--- config.mk ---
export PLATFORM = sky130hd
export DESIGN_NAME = branch_predictor
export DESIGN_NICKNAME = d
export VERILOG_FILES = /design/src/rtl/branch_predictor.sv
export SDC_FILE = /design/constraint.sdc
export NUM_CORES = 1
export LEC_CHECK = 0
export CORE_AREA = 2 2 202 204
export CTS_BUF_LIST = sky130_fd_sc_hd__clkbuf_16
export CTS_CLUSTER_DIAMETER = 100
export DETAILED_ROUTE_END_ITERATION = 7
export DIE_AREA = 0 0 204 206
export GPL_TIMING_DRIVEN = 0
export PLACE_DENSITY = 0.85
export SLEW_MARGIN = 20
export SYNTH_ARGS = -nofsm -noshare
export SYNTH_HDL_FRONTEND = slang
export SYNTH_SLANG_ARGS = --single-unit
--- constraint.sdc ---
create_clock -name clk -period 4.8 [get_ports clk]
set_input_delay 0.48 -clock clk [delete_from_list [all_inputs] [get_ports clk]]
set_output_delay 0.48 -clock clk [all_outputs]
set_load 0.05 [all_outputs]
--- src/rtl/branch_predictor.sv ---
// Direct-mapped branch history table + branch target buffer for the 5-stage MIPS pipeline.
// Lookup is combinational in IF; the resolved outcome from EX trains the table and flags redirects.
module branch_predictor #(
  parameter int ADDR_BITS = 12,
  parameter int IDX_BITS  = 4,
  parameter int CTR_BITS  = 2
) (
  input  logic        clk,
  input  logic        rst,
  input  logic        lookup_en,
  input  logic [31:0] if_pc,
  output logic        pred_taken,
  output logic [31:0] pred_target,
  input  logic        upd_valid,
  input  logic [31:0] upd_pc,
  input  logic        upd_taken,
  input  logic [31:0] upd_target,
  input  logic        upd_pred_taken,
  input  logic [31:0] upd_pred_target,
  output logic        mispredict,
  output logic [31:0] correct_pc,
  input  logic        stat_clr,
  output logic [31:0] lookup_cnt,
  output logic [31:0] hit_cnt,
  output logic [31:0] mispred_cnt
);

  localparam int TAG_BITS = ADDR_BITS - 2 - IDX_BITS;
  localparam int TGT_BITS = ADDR_BITS - 2;
  localparam int ENTRIES  = 2 ** IDX_BITS;
  localparam logic [CTR_BITS-1:0] CTR_MAX  = '1;
  localparam logic [CTR_BITS-1:0] CTR_WEAK = CTR_BITS'(1) << (CTR_BITS - 1);

  if (IDX_BITS < 1 || TAG_BITS < 1) begin : g_bad_params
    $error("branch_predictor: IDX_BITS and TAG_BITS must both be at least 1");
  end

  function automatic logic [CTR_BITS-1:0] ctr_inc(input logic [CTR_BITS-1:0] c);
    return (c == CTR_MAX) ? c : c + CTR_BITS'(1);
  endfunction

  function automatic logic [CTR_BITS-1:0] ctr_dec(input logic [CTR_BITS-1:0] c);
    return (c == '0) ? c : c - CTR_BITS'(1);
  endfunction

  logic [ENTRIES-1:0]  valid_q, valid_d;
  logic [TAG_BITS-1:0] tag_q [ENTRIES];
  logic [TAG_BITS-1:0] tag_d [ENTRIES];
  logic [TGT_BITS-1:0] tgt_q [ENTRIES];
  logic [TGT_BITS-1:0] tgt_d [ENTRIES];
  logic [CTR_BITS-1:0] ctr_q [ENTRIES];
  logic [CTR_BITS-1:0] ctr_d [ENTRIES];
  logic [31:0]         lookup_cnt_q, lookup_cnt_d;
  logic [31:0]         hit_cnt_q, hit_cnt_d;
  logic [31:0]         mispred_cnt_q, mispred_cnt_d;

  logic [IDX_BITS-1:0] lk_idx, upd_idx;
  logic [TAG_BITS-1:0] lk_tag, upd_tag;
  logic [TGT_BITS-1:0] upd_tgt;
  logic                lk_hit, upd_hit;
  logic                unused_bits;

  assign lk_idx  = if_pc[IDX_BITS+1:2];
  assign lk_tag  = if_pc[ADDR_BITS-1:IDX_BITS+2];
  assign upd_idx = upd_pc[IDX_BITS+1:2];
  assign upd_tag = upd_pc[ADDR_BITS-1:IDX_BITS+2];
  assign upd_tgt = upd_target[ADDR_BITS-1:2];

  // PC bits outside the tracked address window carry no information for the table
  assign unused_bits = ^{if_pc[31:ADDR_BITS], if_pc[1:0], upd_pc[31:ADDR_BITS], upd_pc[1:0],
                         upd_target[31:ADDR_BITS], upd_target[1:0]};

  assign lk_hit      = valid_q[lk_idx] && (tag_q[lk_idx] == lk_tag);
  assign upd_hit     = valid_q[upd_idx] && (tag_q[upd_idx] == upd_tag);
  assign pred_taken  = lk_hit && ctr_q[lk_idx][CTR_BITS-1];
  assign pred_target = pred_taken ? {{(32-ADDR_BITS){1'b0}}, tgt_q[lk_idx], 2'b00}
                                  : if_pc + 32'd4;

  assign mispredict = rst && upd_valid &&
                      ((upd_pred_taken != upd_taken) ||
                       (upd_taken && (upd_pred_target != upd_target)));
  assign correct_pc = upd_taken ? upd_target : upd_pc + 32'd4;

  always_comb begin
    valid_d = valid_q;
    tag_d   = tag_q;
    tgt_d   = tgt_q;
    ctr_d   = ctr_q;
    if (upd_valid) begin
      if (upd_hit) begin
        if (upd_taken) begin
          ctr_d[upd_idx] = ctr_inc(ctr_q[upd_idx]);
          tgt_d[upd_idx] = upd_tgt;
        end else begin
          ctr_d[upd_idx] = ctr_dec(ctr_q[upd_idx]);
        end
      end else if (upd_taken) begin
        // Allocation evicts whatever aliased entry lived at this index
        valid_d[upd_idx] = 1'b1;
        tag_d[upd_idx]   = upd_tag;
        tgt_d[upd_idx]   = upd_tgt;
        ctr_d[upd_idx]   = CTR_WEAK;
      end
    end
  end

  always_comb begin
    lookup_cnt_d  = stat_clr ? 32'd0 : lookup_cnt_q + 32'(lookup_en);
    hit_cnt_d     = stat_clr ? 32'd0 : hit_cnt_q + 32'(lookup_en & lk_hit);
    mispred_cnt_d = stat_clr ? 32'd0 : mispred_cnt_q + 32'(mispredict);
  end

  always_ff @(posedge clk or negedge rst) begin
    if (!rst) begin
      valid_q       <= '0;
      lookup_cnt_q  <= '0;
      hit_cnt_q     <= '0;
      mispred_cnt_q <= '0;
      for (int i = 0; i < ENTRIES; i++) ctr_q[i] <= '0;
    end else begin
      valid_q       <= valid_d;
      ctr_q         <= ctr_d;
      lookup_cnt_q  <= lookup_cnt_d;
      hit_cnt_q     <= hit_cnt_d;
      mispred_cnt_q <= mispred_cnt_d;
    end
  end

  // Tag and target are qualified by valid, so they need no reset
  always_ff @(posedge clk) begin
    tag_q <= tag_d;
    tgt_q <= tgt_d;
  end

  assign lookup_cnt  = lookup_cnt_q;
  assign hit_cnt     = hit_cnt_q;
  assign mispred_cnt = mispred_cnt_q;

endmodule

==> run metrics <==
vias in the first global route 15,600; Remaining DRCs 0; FMAX 0.213 GHz; Clock Latency Late Sink 570 ps; Hold WC Path Type in2reg; Chip Height 206 um; Leak 9.47 nW; post-route ant nets 0; Layout area overhead 25.0%; PwrDens 312 mW/mm^2; Synth Cell Area 0.0205 sq mm; CTS buffer count 42; DR vias 15,400; Max-slew headroom 0.233; placed instance count 2,389; drt via density 6.24; FF-to-FF setup slack 600 ps; layout cells sized above 1 0.136; Crit path required time 4320 ps; Clock Sinks 400; 1st-pass router iterations 6; RePlAce Congestion 0.958; CP startpoint if_pc[3]; Post-synth ARST share 0.360; initial antenna violation count 3; Hold Vio Cnt, Final 0; WL/cell 24.9 um; min Tclk post-route 4700 ps; status complete, no violations; R2R depth 15; Worst Max-Slew Pin Slew 1150 ps; Post-synth top flop edfxtp_1; row count 74; Netlist cell types 69; Seq/Total Area, Yosys 0.550; first-pass GRT wire length 91,700 um; Die Wd 204 um; IO Pins 297; crit path kind in2out; Post-Syn Instances 1,564; fin. max-slew vios 0; Post-Route WL 61,500 um; Worst Setup Start Kind input pin; GRT Total Usage 0.292; H-tree depth 2; most frequent cells in the layout 256 x edfxtp_1, 249 x clkdlybuf4s50_1, 154 x nor2_1; Max Fanout on Critical Path 10; Ys Warns 0; Clock Path Buffers 3; Filler Cell Count 2,946; Tot Pwr 8.01 mW; WHS 459 ps; Final period util 0.979; CTS tree yes; core area 0.0402 sq mm; syn avg cell area 13.1 sq um; max cap viols 0; grt total ovfl 0; Post-synth EDFFs 256; IO Port Bufs 292; worst vdd ir 0.000319 V; syn_nets 1,710; Post-Route Skew 15.9 ps; DR iter-0 viols 1,763; Seq cells post-synth 400; clock-pin slew on the worst setup and hold paths 70 ps; CP endpoint kind primary output; starting density of the core 0.511; die area 0.0420 sq mm; Fin Setup TNS 0 ps; reg2reg start tag_q[71]$_DFFE_PP_; RSZ-0062 raised after global routing false; setup violators final 0; reg2reg end hit_cnt[22]$_DFF_PN0_; crit path DAT 4220 ps; largest net degree at the start of global routing 82; Detail Placement HPWL 43,300 um; commonest non-fill, non-tap cell in the layout edfxtp_1; worst setup path end pred_target[8]; final cell count without fillers 2,471; root buf cell clkbuf_16; nets 2,052
worst max-delay path: stages:
cell and delay [ps]:
clkdlybuf4s50_1 580, buf_2 280, buf_6 220, mux4_1 350, o22ai_1 260, nor3_1 100, nor4b_2 400, o2111ai_2 270
nor2b_1 240, buf_6 180, buf_8 180, mux2_4 310, clkdlybuf4s15_2 350
flip-flops by register name, summed over array words and instances (netlist names):
register	flops
ctr_q	32
hit_cnt	32
lookup_cnt	32
mispred_cnt	32
tag_q	96
tgt_q	160
valid_q	16
cell type report:
cell class                 instances  area, sq um  share of cell area
clock buffer                      45         1130              0.0439
clock inverter                    31          241             0.00941
multi-input combinational       1025         8610               0.335
tap                              532          666              0.0259
buffer                            93          594              0.0232
inverter                          46          173             0.00673
antenna                            1         2.50           0.0000975
sequential                       400        11300               0.440
timing repair buffer             298         2960               0.115
synthesized netlist by cell type, types with 13 or more instances:
master	instances	area [sq um]
a21oi_1	26	130
and3_1	33	206
buf_2	15	75.1
buf_4	13	97.6
buf_6	13	146
clkbuf_1	41	154
dfrtp_1	144	3600
edfxtp_1	256	7690
inv_1	44	165
mux2i_1	17	170
mux4_1	40	1050
mux4_2	75	1690
nand2_1	112	420
nand3_1	77	385
nand4_1	32	200
nor2_1	160	601
nor2b_1	17	106
nor3_1	31	155
o211ai_1	13	97.6
o21ai_0	41	205
o31ai_1	16	120
xnor2_1	67	587
xor2_1	112	981
routing by layer:
metal | GRT usage | vias up | wire [um] | part of all wire
met5 | 0 | - | 31 | 0.00050
met4 | 0.119 | 4 | 2470 | 0.040
met3 | 0.0708 | 210 | 6470 | 0.11
met2 | 0.503 | 1091 | 30500 | 0.50
met1 | 0.355 | 7552 | 22000 | 0.36
li1 | - | 6571 | - | -
repair_timing:
action / CTS / global route
resized for setup: 63 / 33
pin swaps: 2 / 2
buffers inserted: 2 / 2
hold buffers: 1 / 0
endpoints found under the setup margin: 42 / 50
hold endpoints to repair: 80 / 0
cells by family (layout without fill, tap and decap cells):
family                     count (synthesis)  count (layout)  share of synthesized area
AOI/OAI and AO/OA                        168             168                     0.0571
xor gates and xnor gates                 179             179                     0.0763
adders and majority gates                 12              12                    0.00719
buffers and inverters                    139             513                     0.0371
DFF                                      400             400                      0.550
muxes                                    146             146                      0.150
other                                      0               1                          0
and+or+nand+nor                          520             520                      0.123
worst min-delay path by stage:
stage	from	endpoint	slack [ps]	cells after the start
floorplan	rst	ctr_q[0]$_DFFE_PN0P_	180	0
CTS	valid_q[8]$_DFFE_PN0P_	valid_q[8]$_DFFE_PN0P_	490	2
global placement	valid_q[11]$_DFFE_PN0P_	valid_q[11]$_DFFE_PN0P_	450	2
detailed placement	valid_q[8]$_DFFE_PN0P_	valid_q[8]$_DFFE_PN0P_	480	2
finish	upd_pc[7]	tag_q[1]$_DFFE_PP_	460	1
global route	upd_pc[7]	tag_q[43]$_DFFE_PP_	480	1
where the power goes:
part | internal, mW | switching [mW] | leakage (nW)
combinational | 0.385 | 0.626 | 4.62
sequential | 3.71 | 0.0152 | 4.15
clock | 1.90 | 1.37 | 0.704
total | 5.99 | 2.01 | 9.47
through the flow:
stage	setup WS, ps	instance area [sq um]	utilization
after global placement	-4500	24100	0.601
after CTS	23.7	25600	0.637
after detailed placement	-1170	24200	0.601
after global routing	1.74	25700	0.639
final	102	25700	0.639
after floorplan	797	20500	-
(Power assumes the default switching activity.)
==> RTL change, RTL diff (same settings) <==
Make the reset (`rst`) synchronous in one clocked block.
--- a/src/rtl/branch_predictor.sv
+++ b/src/rtl/branch_predictor.sv
@@ -112,3 +112,3 @@
 
-  always_ff @(posedge clk or negedge rst) begin
+  always_ff @(posedge clk) begin
     if (!rst) begin
Function: changed (a bounded check fails within 4 cycles, from zero or initial values and one cycle with rst low; the reset may be asserted at any time).
==> RTL change against the original RTL <==
  * Sequential cell count unchanged
  * Non-clock buffer count down 5
  * Wire length down 0.13%
  * Cell count down 0.93%
  * Hold slack better by 0.020 ns
  * Synthesized area down 6.6%
  * Core utilization down 3.5 points
  * Power down 3.0%
  * Final area down 5.5%
  * Clock power down 3%
  * Setup slack worse by 0.0023 ns
  * Highest routed layer is now met4
  * Count of clock-buffer cells in the layout down 2
  * Synthesized cell count down 1.6%
==> RTL change: results (changes against the original RTL) <==
yosysUniqueCellTypes: 50  # was 69
tightest_slew_ns: 1.16  # was 1.15 ns
hold_class: "flop to flop"  # was input pin to flop
synth-async-reset-ratio_pct: 0  # was 36.0%
final_cells: 2448  # was 2,471
route.met3.wl_microns: 6520  # was 6470 microns
ir_drop_v: 0.000231  # was 0.000319 V
hold_start: "ctr_q[18]"  # was upd_pc[7]
hold-worst-slack_ns: 0.478  # was 0.459 ns
hold_depth: 2  # was 1
leakage_nw: 8.16  # was 9.47 nW
wl_per_cell_microns: 25.1  # was 24.9 microns
syn_nets: 1685  # was 1,710
met3_usage_pct: 7.16  # was 7.08%
r2r_start: "tag_q[0]"  # was tag_q[71]
routedLengthMet1_microns: 21700  # was 22,000 microns
r2r_slack_ns: 0.40  # was 0.60 ns
holdPathEnd: "ctr_q[18]"  # was tag_q[1]
grt_pass1_wl_microns: 88500  # was 91,700 microns
dp_hpwl_microns: 44900  # was 43,300 microns
highest_layer: "met4"  # was met5
synth_area_per_cell_sq_um: 12.5  # was 13.1 sq um
port_buffers: 295  # was 292
gr-total-overflow: 0  # unchanged
antenna_found_initial: 6  # was 3
gp_congestion: 0.917  # was 0.958
r2r-end: "hit_cnt[31]"  # was hit_cnt[22]
ys_top_cells_by_count: "edfxtp_1 (256), nor2_1 (173), dfxtp_1 (144)"  # was edfxtp_1 (256), nor2_1 (160), dfrtp_1 (144)
grt_use_met2_pct: 47.4  # was 50.3%
wl_met2_microns: 29500  # was 30,500 microns
grt_max_degree: 24  # was 82
met1_usage_pct: 33.6  # was 35.5%
synth-seq-area-share_pct: 55.1  # was 55.0%
grt_pass1_vias: 14489  # was 15.6k
clock_latency_ns: 0.55  # was 0.57 ns
fillCellCount: 3064  # was 2,946
synth_area_leaders: "edfxtp_1 (40%), dfxtp_1 (15%), mux4_2 (12%)"  # was edfxtp_1 (37%), dfrtp_1 (18%), mux4_2 (8.2%)
vias: 14913  # was 15.4k
grt_usage_pct: 28.5  # was 29.2%
drive_above_1_share_pct: 13.9  # was 13.6%
status: "completed"  # unchanged
dp_slack_ns: -0.866  # was -1.17 ns
cts_made_buffers: 41  # was 42
placed_cell_area_sq_um: 22800  # was 24,200 sq um
finClkSkew_ns: 0.0227  # was 0.0159 ns
-- RTL change: cells by family (layout without fill, tap and decap cells) --
family          count (synthesis)  after routing  share of synthesized area (%)
compound gates                161            161                           5.44
xor+xnor                      173            173                           7.89
fa+ha+maj                      13             13                          0.821
buf+inv                       104            474                           2.62
flops                         400            400                           55.1
mux                           167            167                           15.5
other cells                     0              7                              0
simple gates                  521            521                           12.7
-- RTL change: worst max-delay path by stage --
| stage | start | endpoint | slack (ns) | cells after the start |
|---|---|---|---|---|
| 2_1_floorplan | upd_taken | mispred_cnt[30] | 0.72 | 14 |
| 3_3_place_gp | if_pc[4] | hit_cnt[31] | -0.76 | 17 |
| 3_5_place_dp | if_pc[4] | hit_cnt[31] | -0.87 | 17 |
| 4_1_cts | if_pc[3] | pred_target[8] | -0.08 | 12 |
| 5_1_grt | if_pc[2] | hit_cnt[31] | -0.02 | 18 |
| 6_report | if_pc[2] | pred_target[8] | 0.1 | 13 |
-- RTL change: power breakdown --
group / switching [mW] / leakage (nW) / internal (mW)
clock: 1.33 / 0.664 / 1.83
sequential: 0.0127 / 3.47 / 3.69
combinational: 0.551 / 4.03 / 0.351
total: 1.90 / 8.16 / 5.87
-- RTL change: final cells by class --
class,count,share of cell area (%)
sequential,400,43.6
clock buffer,43,4.44
clock inverter,31,1.03
multi-input combinational,1035,33.8
inverter,14,0.217
timing repair buffer,296,12.1
buffer,90,2.06
antenna,7,0.0722
tap,532,2.74
-- RTL change: repair_timing --
| item | in CTS | in global routing |
|---|---|---|
| pin swaps | 0 | 1 |
| setup endpoints to repair | 54 | 43 |
| cloned | 0 | 0 |
| resized for setup | 64 | 30 |
| buffers inserted | 0 | 1 |
